===== config.mk =====
export PLATFORM = sky130hd
export DESIGN_NAME = enc8to3_serial
export DESIGN_NICKNAME = d
export VERILOG_FILES = /design/src/rtl/enc_pkg.sv /design/src/rtl/pri_enc8.sv /design/src/rtl/enc8to3_serial.sv
export SDC_FILE = /design/constraint.sdc
export NUM_CORES = 1
export LEC_CHECK = 0
export CORE_ASPECT_RATIO = 2
export CORE_MARGIN = 1
export CORE_UTILIZATION = 40
export DETAILED_ROUTE_END_ITERATION = 7
export GPL_TIMING_DRIVEN = 0
export PLACE_DENSITY = 0.7
export SYNTH_ARGS = -nofsm -noshare
export SYNTH_HDL_FRONTEND = slang
export SYNTH_HIERARCHICAL = 1
export SYNTH_SLANG_ARGS = --single-unit

===== constraint.sdc =====
create_clock -name clk -period 7.3 [get_ports clk]
set_input_delay 1.46 -clock clk [delete_from_list [all_inputs] [get_ports clk]]
set_output_delay 1.46 -clock clk [all_outputs]
set_load 0.005 [all_outputs]

===== src/rtl/enc_pkg.sv =====
// Shared definitions for the serial 8-to-3 encoder.
//   N_LINES     : number of request lines (fixed at 8)
//   CODE_W      : width of a line code, clog2(N_LINES)
//   enc_state_e : drain FSM states (ENC_IDLE: nothing pending, ENC_DRAIN: lines pending)
package enc_pkg;

  localparam int unsigned N_LINES = 8;
  localparam int unsigned CODE_W  = 3;

  typedef enum logic {
    ENC_IDLE  = 1'b0,
    ENC_DRAIN = 1'b1
  } enc_state_e;

endpackage


===== src/rtl/pri_enc8.sv =====
// First-set-bit finder over 8 request lines with a rotating start index.
// The search begins at line `start` and wraps from 7 back to 0; the first set
// line found is reported.
//   lines : request lines, lines[i] set means line i is a candidate
//   start : line index where the search begins (0 gives plain lowest-index priority)
//   code  : index of the selected line, 0 when no line is set
//   any   : at least one line is set
module pri_enc8
  import enc_pkg::*;
(
  input  logic [0:N_LINES-1] lines,
  input  logic [CODE_W-1:0]  start,
  output logic [CODE_W-1:0]  code,
  output logic               any
);

  logic [CODE_W-1:0] idx;

  always_comb begin
    code = '0;
    any  = 1'b0;
    idx  = '0;
    for (int unsigned i = 0; i < N_LINES; i++) begin
      // CODE_W-bit addition gives the modulo-8 wrap for free
      idx = start + i[CODE_W-1:0];
      if (!any && lines[idx]) begin
        any  = 1'b1;
        code = idx;
      end
    end
  end

endmodule


===== src/rtl/enc8to3_serial.sv =====
// Sequential 8-to-3 encoder. Captures a multi-hot request vector into a pending
// set and presents one 3-bit line code per cycle over a valid/ready handshake,
// clearing each line once accepted. `done` pulses in the cycle after the last
// pending line is accepted.
//
// Ports:
//   clk   : clock, rising edge
//   rst   : synchronous active-high reset
//   en    : block enable; 0 freezes all state and forces valid/done low
//   load  : merge y into the pending set this cycle
//   y     : request lines, y[i] requests code i
//   w     : code of the currently presented line
//   valid : w is meaningful
//   ready : consumer accepts w when valid && ready
//   done  : one-cycle pulse after the final pending line is accepted
//
// Configuration macro ENC8TO3_RR_EN: when defined, selection is round-robin
// starting from a pointer that advances past each accepted line; otherwise the
// lowest set index is always selected and no pointer register exists.
module enc8to3_serial
  import enc_pkg::*;
(
  input  logic               clk,
  input  logic               rst,
  input  logic               en,
  input  logic               load,
  input  logic [0:N_LINES-1] y,
  output logic [CODE_W-1:0]  w,
  output logic               valid,
  input  logic               ready,
  output logic               done
);

  enc_state_e         state, state_nxt;
  logic [0:N_LINES-1] pend, pend_nxt, cleared;
  logic [CODE_W-1:0]  start, sel_code;
  logic               sel_any, accept;
  logic               done_q, done_nxt;

`ifdef ENC8TO3_RR_EN
  logic [CODE_W-1:0] ptr;

  // Pointer moves one past the accepted line; 3-bit arithmetic wraps 7 to 0.
  always_ff @(posedge clk) begin
    if (rst) begin
      ptr <= '0;
    end else if (accept) begin
      ptr <= sel_code + CODE_W'(1);
    end
  end

  assign start = ptr;
`else
  assign start = '0;
`endif

  pri_enc8 u_pri (
    .lines (pend),
    .start (start),
    .code  (sel_code),
    .any   (sel_any)
  );

  assign w      = sel_code;
  assign valid  = (state == ENC_DRAIN) && en;
  assign accept = valid && ready;
  assign done   = done_q && en;

  always_comb begin
    cleared   = '0;
    pend_nxt  = pend;
    state_nxt = state;
    done_nxt  = 1'b0;

    if (en) begin
      if (accept && sel_any) begin
        cleared[sel_code] = 1'b1;
      end
      // Clear before merging so a line accepted and re-loaded in the same
      // cycle stays pending.
      pend_nxt = pend & ~cleared;
      if (load) begin
        pend_nxt = pend_nxt | y;
      end

      case (state)
        ENC_IDLE: begin
          if (pend_nxt != '0) begin
            state_nxt = ENC_DRAIN;
          end
        end
        ENC_DRAIN: begin
          if (pend_nxt == '0) begin
            state_nxt = ENC_IDLE;
            done_nxt  = accept;
          end
        end
        default: state_nxt = ENC_IDLE;
      endcase
    end
  end

  // done_q is a pulse register rather than pending state: it is allowed to
  // clear while en is low so a pulse masked by en=0 does not reappear later.
  always_ff @(posedge clk) begin
    if (rst) begin
      state  <= ENC_IDLE;
      pend   <= '0;
      done_q <= 1'b0;
    end else begin
      done_q <= done_nxt;
      if (en) begin
        state <= state_nxt;
        pend  <= pend_nxt;
      end
    end
  end

endmodule


==> flow_metrics.py <==
metrics = {
    "routing": {
        "drcViolationCount": 0,
        "drt-pass1-iter-count": 4,
        "wl_um": 4510,
        "viasPerCell": 6.19,
        "num_vias": 1609,
        "antenna_left": 0,
        "post_drt_wl_per_cell_um": 17.3,
        "first_iter_violations": 52,
    },
    "synthesis": {
        "synth_area_um2": 1630,
        "yosysWarnings": 6,
        "avgSynthCellArea_um2": 8.84,
        "async_flop_share": 0,
        "synth.top_cell.area_share": 0.125,
        "ys_ff_latch": 10,
        "synth_ff_type": "dfxtp_1",
        "synth_cell_type_count": 62,
        "synth_top_area_cell": "mux4_2",
        "synth_edf_count": 0,
        "synth_area_leaders": "mux4_2 (12%), dfxtp_1 (12%), mux2i_1 (8.0%), mux4_1 (6.5%), a22oi_1 (3.2%)",
        "synth_cells": 184,
        "yosysSeqAreaShare": 0.123,
    },
    "die": {
        "start_util": 0.419,
        "die_area_um2": 4340,
        "num_rows": 32,
        "die_w_um": 47.1,
        "die_y_um": 92.2,
        "ios": 18,
        "core_area_um2": 3880,
    },
    "global_routing": {
        "gr-total-overflow": 0,
        "gr-usage-all-layers": 0.236,
        "antenna_found_initial": 0,
        "grt_pass1_wl_um": 7470,
        "grt_pass1_vias": 1581,
        "grt_max_degree": 13,
    },
    "min_path": {
        "min_delay_worst_endpoint": "state$_SDFFE_PP0P_",
        "hp-start": "state$_SDFFE_PP0P_",
        "hold_path.class": "reg2reg",
        "whs_path_depth": 2,
    },
    "sta": {
        "worst_pin_slew_ps": 613,
        "slew_violations": 0,
        "whs_ps": 528,
        "setup_tns_ps": 0,
        "finalClockSkew_ps": 4.56,
        "hold_viol_final": 0,
        "period_needed_ps": 4760,
        "clock.fmax_mhz": 210,
        "slew_headroom": 0.589,
        "setup_viol": 0,
        "period_share": 0.652,
        "rsz0062_at_grt": "false",
    },
    "critical_path": {
        "path_cells": "mux4_2 > a221o_1 > a2bb2oi_2 > nor2_4 > a31oi_1 > a211oi_2 > clkdlybuf4s50_1",
        "reg2reg_depth": 10,
        "cp_num_buf_inv": 1,
        "cp_slowest_cell": "clkdlybuf4s50_1",
        "slowest_delay_ps": 610,
        "r2r_start": "pend[0]$_SDFFE_PP0P_",
        "worstReg2RegEnd": "state$_SDFFE_PP0P_",
        "end_kind": "output pin",
        "crit_type": "reg2out",
        "worstSetupStartpoint": "pend[0]$_SDFFE_PP0P_",
        "critPathTopFamily": "compound AO/OA/AOI/OAI gates",
        "cp_max_fo": 12,
        "arrival_ps": 3300,
        "critical_path.startpoint_type": "register",
        "rrSetupSlack_ps": 3770,
        "cp.required_ps": 5840,
    },
    "clock_tree": {
        "path_clk_slew_ps": 50,
        "cts_buffers": 3,
        "clk_latency_ps": 240,
        "tritoncts": "done",
        "cts.repair.resized": 0,
        "cts_sinks": 10,
        "ctsHoldBuffers": 0,
        "postCtsSetupBuffers": 0,
        "cts-root-buf": "clkbuf_8",
        "clock_path_buffers": 2,
        "htreeDepth": 1,
    },
    "power_and_ir_drop": {
        "switchingPower_uw": 123,
        "irDropWorstVdd_mv": 0.136,
        "p_int_uw": 187,
        "power.clock.fraction": 0.230,
        "combPwrFrac": 0.540,
        "p_seq_frac": 0.231,
        "static-leakage-power_nw": 0.754,
        "switching_share": 0.397,
        "power_density_nw_per_um2": 161,
    },
    "layout": {
        "layout-drive-gt1-share": 0.134,
        "fill_cells": 397,
        "nets": 225,
        "area_delta_synth_final_pct": 17.9,
        "antenna_cells": 0,
    },
    "place": {
        "dp.final_hpwl_um": 3560,
        "port-buffer-count": 15,
        "gp_congestion": 0.931,
    },
    "run_status": {
        "outcome": "completed",
    },
    "flow_run": {
        "drv_cap": 0,
    },
}
-- power groups by stage --
stage          Combinational [mW]  Sequential [mW]  Clock, mW
4_1_cts                     0.160           0.0709     0.0705
3_5_place_dp                0.159           0.0720          0
5_1_grt                     0.181           0.0724     0.0738
2_1_floorplan               0.121           0.0672          0
3_3_place_gp                0.158           0.0718          0
6_report                    0.167           0.0714     0.0711
-- registers in the layout (all words and copies together), names as in the netlist --
name,cells
pend,8
state,1
done_q,1
-- Yosys cell counts (2+ instances only) --
cell type	n
nand2_1	14
mux2i_1	13
dfxtp_1	10
a21oi_1	9
mux4_2	9
a22oi_1	7
inv_1	7
o21ai_0	7
and2_1	6
nor2_1	6
clkbuf_1	5
nand2b_1	5
mux4_1	4
nor2b_1	4
nor3_1	4
a22o_1	3
buf_6	3
mux2_1	3
mux2_2	3
nand3_1	3
a211oi_1	2
a21boi_1	2
a21o_1	2
a221o_1	2
and3_1	2
buf_1	2
buf_4	2
ha_1	2
nand3b_1	2
nand4_1	2
nor3b_1	2
nor4_1	2
o211ai_1	2
o21bai_1	2
o31ai_1	2
or3b_1	2
xor2_1	2
-- worst min-delay path, delay by kind of cell, from the launching register on --
kind,cells,cell delay [ps]
AO/OA/AOI/OAI,2,160
flip-flops,1,320
-- placed cells by master, fill, tap and decap left out, drive strengths merged, types with 6 or more instances in the layout --
master         instances
and2                   6
nor2                   7
buf                    7
clkbuf                 9
dfxtp                 10
clkdlybuf4s50         15
o21ai                  8
mux2i                 13
inv                    8
a22oi                  7
mux4                  13
conb                   7
mux2                   6
nand2b                 6
a21oi                  9
nand2                 14
-- how the worst max path moves through the flow --
stage | cells after the start | slack, ps | to
detailed placement | 7 | 2800 | w[2]
floorplan | 6 | 3800 | w[2]
global route | 7 | 2420 | w[2]
CTS | 7 | 2550 | w[2]
global placement | 4 | 2780 | done
finish | 7 | 2540 | w[2]
-- per-stage QoR --
step | util | power, mW | area [µm²] | worst slack, ps | instances
global route | 0.494 | 0.327 | 1920 | 2420 | 260
CTS | 0.494 | 0.302 | 1920 | 2550 | 260
global placement | 0.480 | 0.230 | 1860 | 2780 | 256
detailed placement | 0.480 | 0.231 | 1860 | 2800 | 256
floorplan | - | 0.188 | 1650 | 3800 | 190
finish | 0.494 | 0.310 | 1920 | 2540 | 260
-- area by class of cell --
type	instances	area [µm²]	area share
Multi-Input combinational cell	160	1340	0.701
Sequential cell	10	200	0.104
Inverter	8	30.0	0.0157
Clock buffer	4	55.1	0.0287
Timing Repair Buffer	15	150	0.0783
Tap cell	51	63.8	0.0333
Buffer	12	75.1	0.0391
-- logic make-up after synthesis --
kind of cell	synth area share
compound gates	0.242
buf+inv	0.0646
flops	0.123
other cells	0.00231
fa+ha+maj	0.0154
mux	0.311
simple gates	0.226
xor+xnor	0.0162
-- per-layer routing --
layer  global-route usage  part of all wire  wire, µm
met1                0.233              0.34      1520
met2                0.438              0.59      2670
met3               0.0256             0.028       125
met4                0.119             0.043       193
met5                    0                 0         0
Note: power is estimated with default switching activity, not from simulation.
